[config.mk]
export PLATFORM = sky130hd
export DESIGN_NAME = cmd_status_encoder_flat
export DESIGN_NICKNAME = d
export VERILOG_FILES = /design/src/rtl/cmd_status_encoder_if.sv /design/src/rtl/cmd_status_encoder.sv /design/src/flat_wrapper.sv
export SDC_FILE = /design/constraint.sdc
export NUM_CORES = 1
export LEC_CHECK = 0
export ABC_AREA = 1
export CAP_MARGIN = 20
export CORE_UTILIZATION = 34
export DETAILED_ROUTE_END_ITERATION = 7
export PLACE_DENSITY = 0.6
export SLEW_MARGIN = 20
export SYNTH_ARGS = -nofsm -noshare
export SYNTH_HDL_FRONTEND = slang
export SYNTH_SLANG_ARGS = --single-unit
export TNS_END_PERCENT = 100
[constraint.sdc]
create_clock -name i_clk -period 2.7 [get_ports i_clk]
set_clock_uncertainty 0.1 [all_clocks]
set_input_delay 0.54 -clock i_clk [delete_from_list [all_inputs] [get_ports i_clk]]
set_output_delay 0.54 -clock i_clk [all_outputs]
set_load 0.01 [all_outputs]
[src/rtl/cmd_status_encoder_if.sv]
// UART byte stream in, status display code and event pulses out.
// master = byte source / display side, slave = encoder.
interface cmd_status_encoder_if;
    logic       i_rx_valid;
    logic [7:0] i_rx_data;
    logic [3:0] o_hex;
    logic [2:0] o_cmd;
    logic       o_cmd_strobe;
    logic       o_err;
    logic [7:0] o_err_cnt;
    logic       o_timeout;

    modport master (
        output i_rx_valid, i_rx_data,
        input  o_hex, o_cmd, o_cmd_strobe, o_err, o_err_cnt, o_timeout
    );

    modport slave (
        input  i_rx_valid, i_rx_data,
        output o_hex, o_cmd, o_cmd_strobe, o_err, o_err_cnt, o_timeout
    );
endinterface

[src/rtl/cmd_status_encoder.sv]
// ASCII drive-command decoder with link watchdog and error counter.
// Drives the seven-segment status code: [3] link up, [2:0] command.
module cmd_status_encoder #(
    parameter int TIMEOUT_CYC = 25_000_000,
    parameter int CNT_W       = $clog2(TIMEOUT_CYC + 1)
) (
    input  logic                 i_clk,
    input  logic                 i_rst,
    cmd_status_encoder_if.slave  bus
);
    typedef enum logic {LINK_DOWN, LINK_UP} state_t;

    state_t     state_q, state_d;
    logic [CNT_W-1:0] wd_q, wd_d;
    logic [2:0] cmd_q, cmd_d;
    logic       strobe_q, strobe_d;
    logic       err_q, err_d;
    logic [7:0] err_cnt_q, err_cnt_d;
    logic       timeout_q, timeout_d;

    logic [7:0] up_byte;
    logic       known;
    logic       is_hb;
    logic [2:0] code;
    logic       rec;

    // Fold lower case onto upper case before the lookup.
    always_comb begin
        up_byte = bus.i_rx_data;
        if (up_byte inside {[8'h61:8'h7a]})
            up_byte = up_byte - 8'h20;
        known = 1'b1;
        is_hb = 1'b0;
        code  = 3'd0;
        case (up_byte)
            8'h54:   code  = 3'd1;
            8'h46:   code  = 3'd2;
            8'h52:   code  = 3'd3;
            8'h42:   code  = 3'd4;
            8'h4c:   code  = 3'd5;
            8'h44:   code  = 3'd6;
            8'h53:   code  = 3'd0;
            8'h48:   is_hb = 1'b1;
            default: known = 1'b0;
        endcase
    end

    assign rec = bus.i_rx_valid && known;

    always_comb begin
        state_d   = state_q;
        wd_d      = wd_q;
        cmd_d     = cmd_q;
        timeout_d = 1'b0;
        err_d     = bus.i_rx_valid && !known;
        err_cnt_d = err_cnt_q;
        if (err_d && err_cnt_q != 8'hff)
            err_cnt_d = err_cnt_q + 8'd1;

        unique case (state_q)
            LINK_DOWN: begin
                wd_d  = '0;
                cmd_d = 3'd0;
                if (rec) begin
                    state_d = LINK_UP;
                    cmd_d   = is_hb ? 3'd0 : code;
                end
            end
            LINK_UP: begin
                // A recognised byte in the expiry cycle keeps the link up.
                if (rec) begin
                    wd_d = '0;
                    if (!is_hb)
                        cmd_d = code;
                end else if (wd_q == CNT_W'(TIMEOUT_CYC - 1)) begin
                    state_d   = LINK_DOWN;
                    cmd_d     = 3'd0;
                    wd_d      = '0;
                    timeout_d = 1'b1;
                end else begin
                    wd_d = wd_q + CNT_W'(1);
                end
            end
            default: state_d = LINK_DOWN;
        endcase

        strobe_d = (cmd_d != cmd_q);
    end

    always_ff @(posedge i_clk) begin
        if (i_rst) begin
            state_q   <= LINK_DOWN;
            wd_q      <= '0;
            cmd_q     <= 3'd0;
            strobe_q  <= 1'b0;
            err_q     <= 1'b0;
            err_cnt_q <= 8'd0;
            timeout_q <= 1'b0;
        end else begin
            state_q   <= state_d;
            wd_q      <= wd_d;
            cmd_q     <= cmd_d;
            strobe_q  <= strobe_d;
            err_q     <= err_d;
            err_cnt_q <= err_cnt_d;
            timeout_q <= timeout_d;
        end
    end

    assign bus.o_hex        = {state_q == LINK_UP, cmd_q};
    assign bus.o_cmd        = cmd_q;
    assign bus.o_cmd_strobe = strobe_q;
    assign bus.o_err        = err_q;
    assign bus.o_err_cnt    = err_cnt_q;
    assign bus.o_timeout    = timeout_q;
endmodule

[src/flat_wrapper.sv]
// flat-port wrapper written by rule: the top's interface ports become plain ports
module cmd_status_encoder_flat 
#(
    parameter int TIMEOUT_CYC = 25_000_000,
    parameter int CNT_W       = $clog2(TIMEOUT_CYC + 1)
)
  (i_clk, i_rst, bus_i_rx_valid, bus_i_rx_data, bus_o_hex, bus_o_cmd, bus_o_cmd_strobe, bus_o_err, bus_o_err_cnt, bus_o_timeout);
  cmd_status_encoder_if bus_i ();
  input  logic i_clk;
  input  logic i_rst;
  input wire logic [$bits(bus_i.i_rx_valid)-1:0] bus_i_rx_valid;
  input wire logic [$bits(bus_i.i_rx_data)-1:0] bus_i_rx_data;
  output wire logic [$bits(bus_i.o_hex)-1:0] bus_o_hex;
  output wire logic [$bits(bus_i.o_cmd)-1:0] bus_o_cmd;
  output wire logic [$bits(bus_i.o_cmd_strobe)-1:0] bus_o_cmd_strobe;
  output wire logic [$bits(bus_i.o_err)-1:0] bus_o_err;
  output wire logic [$bits(bus_i.o_err_cnt)-1:0] bus_o_err_cnt;
  output wire logic [$bits(bus_i.o_timeout)-1:0] bus_o_timeout;
  assign bus_i.i_rx_valid = bus_i_rx_valid;
  assign bus_i.i_rx_data = bus_i_rx_data;
  assign bus_o_hex = bus_i.o_hex;
  assign bus_o_cmd = bus_i.o_cmd;
  assign bus_o_cmd_strobe = bus_i.o_cmd_strobe;
  assign bus_o_err = bus_i.o_err;
  assign bus_o_err_cnt = bus_i.o_err_cnt;
  assign bus_o_timeout = bus_i.o_timeout;
  cmd_status_encoder #(.TIMEOUT_CYC(TIMEOUT_CYC), .CNT_W(CNT_W)) u_core (.i_clk(i_clk), .i_rst(i_rst), .bus(bus_i));
endmodule
## Yosys cells after proc, flatten, opt, wreduce, memory -nomap -nowiden

Index checks and enable logic that the tools add are counted.
W data, S select, Z words.

| storage, ports and cells | value |
|---|---|
| memories | 0 |
| bits in registers | 40 |
| ROM bits | 0 |
| input bits | 11 |
| logic and storage cells | 49 |
| memory bits (writable) | 0 |
| latch bits | 0 |

| operators by class | value |
|---|---|
| order comparisons | 2 |
| muxes and demuxes | 18 |
| shift-type cells | 0 |
| multiply operators | 0 |
| equality and inequality tests | 11 |
| bitwise logic cells | 1 |
| divide/modulo/power cells | 0 |
| add/subtract/negate cells | 3 |
| reduce and logical (&&, ||, !) cells | 7 |

Operator list:

| operator | number |
|---|---|
| $eq A8 B7 Y1 const B | 8 |
| $mux W25 | 2 |
| $pmux W25 S2 | 1 |
| $add A25 B1 Y25 const B | 1 |
| $eq A25 B25 Y1 const B | 1 |
| $pmux W3 S6 | 1 |
| $mux W3 | 5 |
| $add A8 B1 Y8 const B | 1 |
| $ge A8 B7 Y1 const B | 1 |
| $le A8 B7 Y1 const B | 1 |
| $mux W8 | 1 |
| $ne A8 B8 Y1 const B | 1 |
| $reduce_or A8 Y1 | 1 |
| $sub A8 B6 Y8 const B | 1 |
| $mux W1 | 6 |
| $pmux W3 S2 | 1 |
| $logic_and A1 B1 Y1 | 4 |
| $ne A3 B3 Y1 | 1 |
| $reduce_or A3 Y1 | 1 |
| $pmux W1 S2 | 1 |
| $logic_not A1 Y1 | 1 |
| $not A1 Y1 | 1 |

## Depth between registers and ports, before layout

Gate-level depths: netlist of the first run.

| depth | value |
|---|---|
| depth after elaboration | 10 |
| depth in mapped cells | 20 |
| depth with buffers taken out | 20 |

## Worst setup path before layout of the first run

OpenSTA, ideal clock, no wires.

| timing | value |
|---|---|
| kind | input-to-reg |
| start | input bus_i_rx_data[5] |
| end | register u_core.strobe_q (netlist: u_core.bus.o_cmd_strobe) |
| slack | 0.427 ns |
| buffers on the path | 0 |
| data arrival time | 2.045 ns |
| stages on the path | 17 |
| setup time | 0.128 ns |
| cell sequence | inv_1 > ha_1 > a21o_1 > nand3_2 > nand3_2 > nor2_2 > o21ai_2 > nand2_4 > inv_2 > nand2_4 > nand2_4 > nand2_4 > nand3_1 > nand3_1 > nand2_1 > nor2_1 > nor2_1 |

| on the way | value |
|---|---|
| longest elaborated chain between the ends | 10 |
| elaborated cells between the ends (all ways) | 24 |
| those cells by class | add/sub: 1; order compare: 2; eq/ne: 9; mux: 9; reduce/logical: 3 |

Ends and longest elaborated chain:

| element | RTL line | source |
|---|---|---|
| start: declaration | flat_wrapper.sv:12 | `input wire logic [$bits(bus_i.i_rx_data)-1:0] bus_i_rx_data;` |
| $ge A8 B7 Y1 or $le A8 B7 Y1 (tied branches) | cmd_status_encoder.sv:30 | `if (up_byte inside {[8'h61:8'h7a]})` |
| $logic_and A1 B1 Y1 | cmd_status_encoder.sv:30 |  |
| $mux W8 * | cmd_status_encoder.sv:30 |  |
| $eq A8 B7 Y1 | cmd_status_encoder.sv:35 | `case (up_byte)` |
| $reduce_or A8 Y1 (no line) | n/a |  |
| $mux W1 | cmd_status_encoder.sv:35 |  |
| $logic_and A1 B1 Y1 | cmd_status_encoder.sv:48 | `assign rec = bus.i_rx_valid && known;` |
| $mux W3, on equally long branches | cmd_status_encoder.sv:71, cmd_status_encoder.sv:64 |  |
| $pmux W3 S2 * | cmd_status_encoder.sv:60 | `unique case (state_q)` |
| $ne A3 B3 Y1 * | cmd_status_encoder.sv:87 | `strobe_d = (cmd_d != cmd_q);` |
| end signal: assignment | cmd_status_encoder.sv:103 | `strobe_q <= strobe_d;` |
| end: declaration | cmd_status_encoder.sv:16 | `logic strobe_q, strobe_d;` |

Every way passes the cells marked *; elsewhere a longest branch is shown, timed or not.
A chain may end at the register's enable or synchronous reset.

## Final worst setup path of the first run

| timing | value |
|---|---|
| start | input bus_i_rx_data[3] |
| end | register u_core.strobe_q (netlist: u_core.bus.o_cmd_strobe) |

The elaborated chain is that of the path after synthesis.

==> results of run 1 <==
power groups by stage:
stage | Clock [mW] | Sequential (mW) | Combinational (mW)
2_1_floorplan | 0 | 0.613 | 0.0526
3_3_place_gp | 0 | 0.611 | 0.111
3_5_place_dp | 0 | 0.612 | 0.113
4_1_cts | 0.700 | 0.598 | 0.113
5_1_grt | 0.721 | 0.599 | 0.129
6_report | 0.682 | 0.598 | 0.115
cells in the final DEF (no fill, tap or decap), types with 4 or more instances in the layout:
| cell type | n |
|---|---|
| dfxtp_1 | 40 |
| a21oi_1 | 16 |
| clkbuf_8 | 5 |
| nor4_1 | 4 |
| nand2_1 | 58 |
| o21ai_0 | 7 |
| nand4_1 | 4 |
| xor2_1 | 6 |
| nand2_4 | 6 |
| nand2_2 | 5 |
| nand3_2 | 6 |
| nor3_2 | 7 |
| nor3_1 | 13 |
| inv_2 | 8 |
| inv_1 | 47 |
| buf_4 | 25 |
| nor2_4 | 7 |
| clkdlybuf4s50_1 | 25 |
| nor2_2 | 7 |
| nand3_1 | 18 |
| nor2_1 | 35 |
| nor3b_1 | 7 |
cell families after synthesis:
logic type,Yosys count,synth area share [%]
compound gates,34,9.33
buf+inv,63,11.0
xor+xnor,6,2.20
flops,40,33.5
simple gates,183,42.3
fa+ha+maj,3,1.57
state kept, by name (all words and copies together) (netlist names):
signal	cells
u_core.bus.o_cmd	3
u_core.wd_q	25
u_core.state_q	1
u_core.bus.o_err	1
u_core.bus.o_cmd_strobe	1
u_core.bus.o_err_cnt	8
u_core.bus.o_timeout	1
routing by layer:
| layer | track usage, % | wire (um) | vias to the layer above |
|---|---|---|---|
| met1 | 16.5 | 2260 | 961 |
| met2 | 26.2 | 2350 | 22 |
| li1 | - | - | 1162 |
| met5 | 0 | 0 | - |
| met4 | 3.64 | 57 | 0 |
| met3 | 2.89 | 122 | 5 |
cell type report:
cell class                      instances  area [um^2]  share of cell area, %
Tap cell                               96          120                   3.82
Clock buffer                            5         68.8                   2.19
Inverter                               56          210                   6.69
Multi-Input combinational cell        226         1340                   42.6
Sequential cell                        40          801                   25.5
Timing Repair Buffer                   55          515                   16.4
Clock inverter                          3         90.1                   2.87
synth_stat cells (3+ instances only):
master	instances	share of area [%]
nor2_2	7	1.8
inv_2	8	1.3
o21ai_0	7	1.5
a21oi_1	16	3.4
nand2_2	5	1.3
buf_4	5	1.6
dfxtp_1	40	34
nor3b_1	7	2.2
ha_1	3	1.6
o21ai_2	3	1.1
nand2_4	6	2.8
nand4_1	4	1.0
xor2_1	6	2.2
nor2_1	36	5.7
nand3_2	7	2.9
inv_1	47	7.4
nor3_1	13	2.7
nor2_4	6	2.8
nor4_1	4	1.0
nand2_1	58	9.1
nor3_2	7	2.9
nand3_1	18	3.8
worst min-delay path by stage:
stage / slack, ns / endpoint / from / cells past startpoint
2_1_floorplan: 0.32 / u_core.wd_q[0] / u_core.wd_q[0] / 1
3_3_place_gp: 0.33 / u_core.wd_q[0] / u_core.wd_q[0] / 1
3_5_place_dp: 0.35 / u_core.wd_q[0] / u_core.wd_q[0] / 1
4_1_cts: 0.36 / u_core.wd_q[0] / u_core.wd_q[0] / 1
5_1_grt: 0.38 / u_core.wd_q[0] / u_core.wd_q[0] / 1
6_report: 0.36 / u_core.wd_q[0] / u_core.wd_q[0] / 1
what timing repair did:
action / CTS / global route
setup buffers: 0 / 3
gates resized for setup: 0 / 6
endpoints found under the setup margin: 0 / 6
hold buffers: 0 / 0
==> results.sh, run 1 <==
export IMPL_nets=398
export IMPL_finalSetupViolCount=0
export IMPL_h_tree_depth=2
export IMPL_fin_ws_ns=0.173
export IMPL_seq_power_share_pct=42.8
export IMPL_outcome="finished, final reports clean"
export IMPL_worst_pin_slew_ns=0.374
export IMPL_drt_iter0_drc=52
export IMPL_antenna_found_initial=0
export IMPL_placed_area_um2=2940
export IMPL_synth_fp_nets=343
export IMPL_path_max_fanout=5
export IMPL_clk_latency_ns=0.29
export IMPL_async_reset_ff_share_pct=0
export IMPL_crit_type="in -> reg"
export IMPL_grt_max_degree=15
export IMPL_cts_root_buf="clkbuf_8"
export IMPL_startpoint="bus_i_rx_data[3]"
export IMPL_grt_overflow=0
export IMPL_avgSynthCellArea_um2=7.26
export IMPL_critPathBufInv=2
export IMPL_floorplan_initialDensity_pct=35.1
export IMPL_syn_inst=329
export IMPL_die_area_um2=7360
export IMPL_required_ns=2.79
export IMPL_max_stage_delay_ns=0.55
export IMPL_layout_drive_gt1_share_pct=23.4
export IMPL_viasPerCell=4.47
export IMPL_yosys_warnings=0
export IMPL_stdcell_count=481
export IMPL_r2r_setup_slack_ns=0.36
export IMPL_crit_top_cell="nand2_1"
export IMPL_die_x_um=85.8
export IMPL_endpoint="u_core.bus.o_cmd_strobe"
export IMPL_timing_rr_end="u_core.wd_q[20]"
export IMPL_path_depth=20
export IMPL_area_delta_synth_final_pct=31.7
export IMPL_final_max_slew_viol_count=0
export IMPL_fin_crit_ns=2.53
export IMPL_cts_inserted_buffers=5
export IMPL_cts_tree="built"
export IMPL_grt_pass1_vias=2069
export IMPL_ys_types=38
export IMPL_hold_violations=0
export IMPL_drt_total_wl_mm=4.79
export IMPL_core_um2=6790
export IMPL_synth_seq_cells=40
export IMPL_path_cells="clkdlybuf4s50_1, nand2_1, nor2_2, nand2_1, nand3_2, nand2_1, nand2_2, nand2_1, nor2_4, o21ai_2, nand2_4, inv_2, nand2_4, nand2_4, nand2_4, nand3_1, nand3_1, nand2_1, nor2_1, nor2_1"
export IMPL_power_internal_mw=1.11
export IMPL_cp_start_kind="input pin"
export IMPL_dp_cells=470
export IMPL_diodes=0
export IMPL_netSwitchingFraction_pct=20.2
export IMPL_die_y_um=85.8
export IMPL_min_path_type="reg -> reg"
export IMPL_clock_fmax_mhz=396
export IMPL_place_congestion=0.767
export IMPL_wl_per_cell_um=9.96
export IMPL_finalSetupTns_ns=0
export IMPL_vias=2150
export IMPL_portBuffers=28
export IMPL_hold_worst_slack_ns=0.358
export IMPL_critPathTopFamily="simple AND/OR/NAND/NOR gates"
export IMPL_synth_edff_count=0
export IMPL_leakagePower_nw=1.20
export IMPL_antenna_left=0
export IMPL_clk_path_buf_depth=2
export IMPL_fillers=688
export IMPL_crit_path_end_kind="register"
export IMPL_cts_clk_slew_worst_paths_ns=0.08
export IMPL_pwr_share_comb_pct=8.3
export IMPL_period_share_pct=93.6
export IMPL_io_pins=29
export IMPL_p_clk_share_pct=48.9
export IMPL_reg2regPathDepth=17
export IMPL_p_total_mw=1.40
export IMPL_rows=30
export IMPL_cap_violations=0
export IMPL_arrival_ns=2.61
export IMPL_slowest_stage="clkdlybuf4s50_1"
export IMPL_post_place_ws_ns=-0.272
export IMPL_synth_area_um2=2390
export IMPL_grt_pass1_wl_mm=8.51
export IMPL_seq_area_frac_synth_pct=33.5
export IMPL_grt_use_total_pct=14.1
export IMPL_reg2reg_from="u_core.wd_q[0]"
export IMPL_firstDrtPassIters=4
export IMPL_cts_sinks=40
export IMPL_p_switching_mw=0.282
export IMPL_dp_hpwl_mm=3.74
export IMPL_cellPowerDensity_nw_per_um2=444
export IMPL_design_area_um2=3140
export IMPL_slew_headroom_pct=74.8
export IMPL_vdd_drop_max_mv=0.238
export IMPL_synth_main_ff_cell="dfxtp_1"
export IMPL_route_detailed_drc=0
export IMPL_final_core_util_pct=46.3
No activity file was read; power rests on OpenSTA's default activity.
==> inputs of run 2 (changes only) <==
CORE_ASPECT_RATIO = 1.25   (was unset)
==> results.sh, run 2 (same netlist as run 1, synthesis figures left out) <==
export IMPL_grt_max_degree=13
export IMPL_p_total_mw=1.13
export IMPL_crit_path_end_kind="register"
export IMPL_placed_area_um2=2980
export IMPL_clk_path_buf_depth=2
export IMPL_outcome="finished, final reports clean"
export IMPL_crit_type="in -> reg"
export IMPL_portBuffers=28
export IMPL_dp_hpwl_mm=3.78
export IMPL_p_switching_mw=0.272
export IMPL_drt_iter0_drc=66
export IMPL_cts_root_buf="clkbuf_8"
export IMPL_worst_pin_slew_ns=0.512
export IMPL_cap_violations=0
export IMPL_final_core_util_pct=47.7
export IMPL_die_area_um2=7360
export IMPL_cp_start_kind="input pin"
export IMPL_cellPowerDensity_nw_per_um2=355
export IMPL_leakagePower_nw=1.25
export IMPL_slew_headroom_pct=65.6
export IMPL_design_area_um2=3190
export IMPL_floorplan_initialDensity_pct=35.7
export IMPL_vias=2207
export IMPL_critPathBufInv=1
export IMPL_power_internal_mw=0.863
export IMPL_viasPerCell=4.58
export IMPL_required_ns=2.79
export IMPL_cts_sinks=40
export IMPL_finalSetupTns_ns=0
export IMPL_clock_fmax_mhz=389
export IMPL_core_um2=6690
export IMPL_path_max_fanout=5
export IMPL_antenna_found_initial=0
export IMPL_grt_pass1_vias=2104
export IMPL_fin_crit_ns=2.57
export IMPL_diodes=0
export IMPL_drt_total_wl_mm=4.95
export IMPL_post_place_ws_ns=-0.271
export IMPL_vdd_drop_max_mv=0.225
export IMPL_io_pins=29
export IMPL_min_path_type="reg -> reg"
export IMPL_antenna_left=0
export IMPL_largest_register_ffs=25
export IMPL_hold_violations=0
export IMPL_area_delta_synth_final_pct=33.8
export IMPL_layout_common_cells="56 x nand2_1, 47 x inv_1, 40 x dfxtp_1"
export IMPL_arrival_ns=2.66
export IMPL_critPathTopFamily="simple AND/OR/NAND/NOR gates"
export IMPL_hold_worst_slack_ns=0.344
export IMPL_clk_latency_ns=0.29
export IMPL_firstDrtPassIters=4
export IMPL_die_y_um=95.7
export IMPL_finalSetupViolCount=0
export IMPL_seq_power_share_pct=52.7
export IMPL_pwr_share_comb_pct=11.4
export IMPL_slowest_stage="clkdlybuf4s50_1"
export IMPL_place_congestion=0.794
export IMPL_cts_clk_slew_worst_paths_ns=0.08
export IMPL_grt_pass1_wl_mm=8.22
export IMPL_path_cells="clkdlybuf4s50_1, nand2_1, nor2_1, nand2_1, nand3_2, nand3_2, nand3_4, nor2_4, o21ai_4, nand2_4, nor2_4, nand3_4, nor2_4, nand3_2, o21ai_1, nor2_1"
export IMPL_die_x_um=76.9
export IMPL_fillers=673
export IMPL_h_tree_depth=2
export IMPL_hold_buffers=0
export IMPL_wl_per_cell_um=10.3
export IMPL_rows=33
export IMPL_grt_use_total_pct=13.7
export IMPL_max_stage_delay_ns=0.53
export IMPL_layout_commonest_cell="nand2_1"
export IMPL_grt_overflow=0
export IMPL_fin_ws_ns=0.128
export IMPL_layout_drive_gt1_share_pct=27.1
export IMPL_final_max_slew_viol_count=0
export IMPL_nets=408
export IMPL_period_share_pct=95.2
export IMPL_cts_inserted_buffers=5
export IMPL_stdcell_count=482
export IMPL_netSwitchingFraction_pct=24.0
export IMPL_rsz0062_at_grt="false"
export IMPL_p_clk_share_pct=35.9
export IMPL_top_register="u_core.wd_q"
export IMPL_cts_tree="built"
export IMPL_dp_cells=468
export IMPL_route_detailed_drc=0
## run 2: cell types whose count changed in the layout (fill, tap and decap cells not counted), sizes merged
cell,before,now
buf,27,36
clkdlybuf4s50,25,23
clkinv,1,3
dlymetal6s2s,3,5
bufinv,3,0
clkbuf,5,6
nand3,26,27
## run 2: layout make-up
cell class	count	area (um^2)	share of cell area [%]
multi-input combinational	227	1390	43.5
sequential	40	801	25.1
timing repair buffer	64	592	18.5
inverter	56	210	6.58
clock buffer	6	82.6	2.59
tap	87	109	3.41
clock inverter	2	10.0	0.313
## run 2: what timing repair did
item                       4_1_cts  5_1_grt
gates resized for setup          0       19
buffers inserted                 0        5
hold endpoints to repair         0        0
setup endpoints to repair        0       11
## run 2: final timing paths
kind                    startpoint                      end  slack (ns)  depth (start not counted)
setup / recovery  bus_i_rx_data[1]  u_core.bus.o_err_cnt[7]        0.13                         16
hold / removal      u_core.wd_q[0]           u_core.wd_q[0]        0.34                          1
hold reg to reg     u_core.wd_q[0]           u_core.wd_q[0]        0.34                          1
setup reg to reg    u_core.wd_q[0]          u_core.wd_q[20]        0.41                         17
## run 2: per-layer routing
metal | global-route usage (%) | part of all wire (%) | vias to the layer above | wire length [um]
met4 | 4.81 | 1.5 | 0 | 76
met3 | 2.97 | 2.8 | 10 | 139
li1 | - | - | 1181 | -
met5 | 0 | 0 | - | 0
met2 | 26.6 | 51 | 31 | 2540
met1 | 14.5 | 44 | 985 | 2200
## run 2: power by group through the flow
stage          logic (mW)  clock network, mW  registers [mW]
2_1_floorplan      0.0526                  0           0.613
3_3_place_gp        0.117                  0           0.611
3_5_place_dp        0.118                  0           0.611
4_1_cts             0.119              0.428           0.598
5_1_grt             0.142              0.445           0.599
6_report            0.130              0.408           0.598
## run 2: worst register-to-register path, stage by stage, from the launching register on
cell	delay [ns]
dfxtp_1	0.35
ha_1	0.17
nand2_1	0.08
nor2_2	0.10
inv_2	0.04
nor2_2	0.10
nand2_2	0.09
nor2_4	0.12
nand3_2	0.09
nor2_2	0.12
nand3_1	0.09
nor2_2	0.16
nand3_2	0.11
nor2_4	0.12
nand2_1	0.08
clkinv_1	0.07
nand2_1	0.06
a211oi_2	0.16
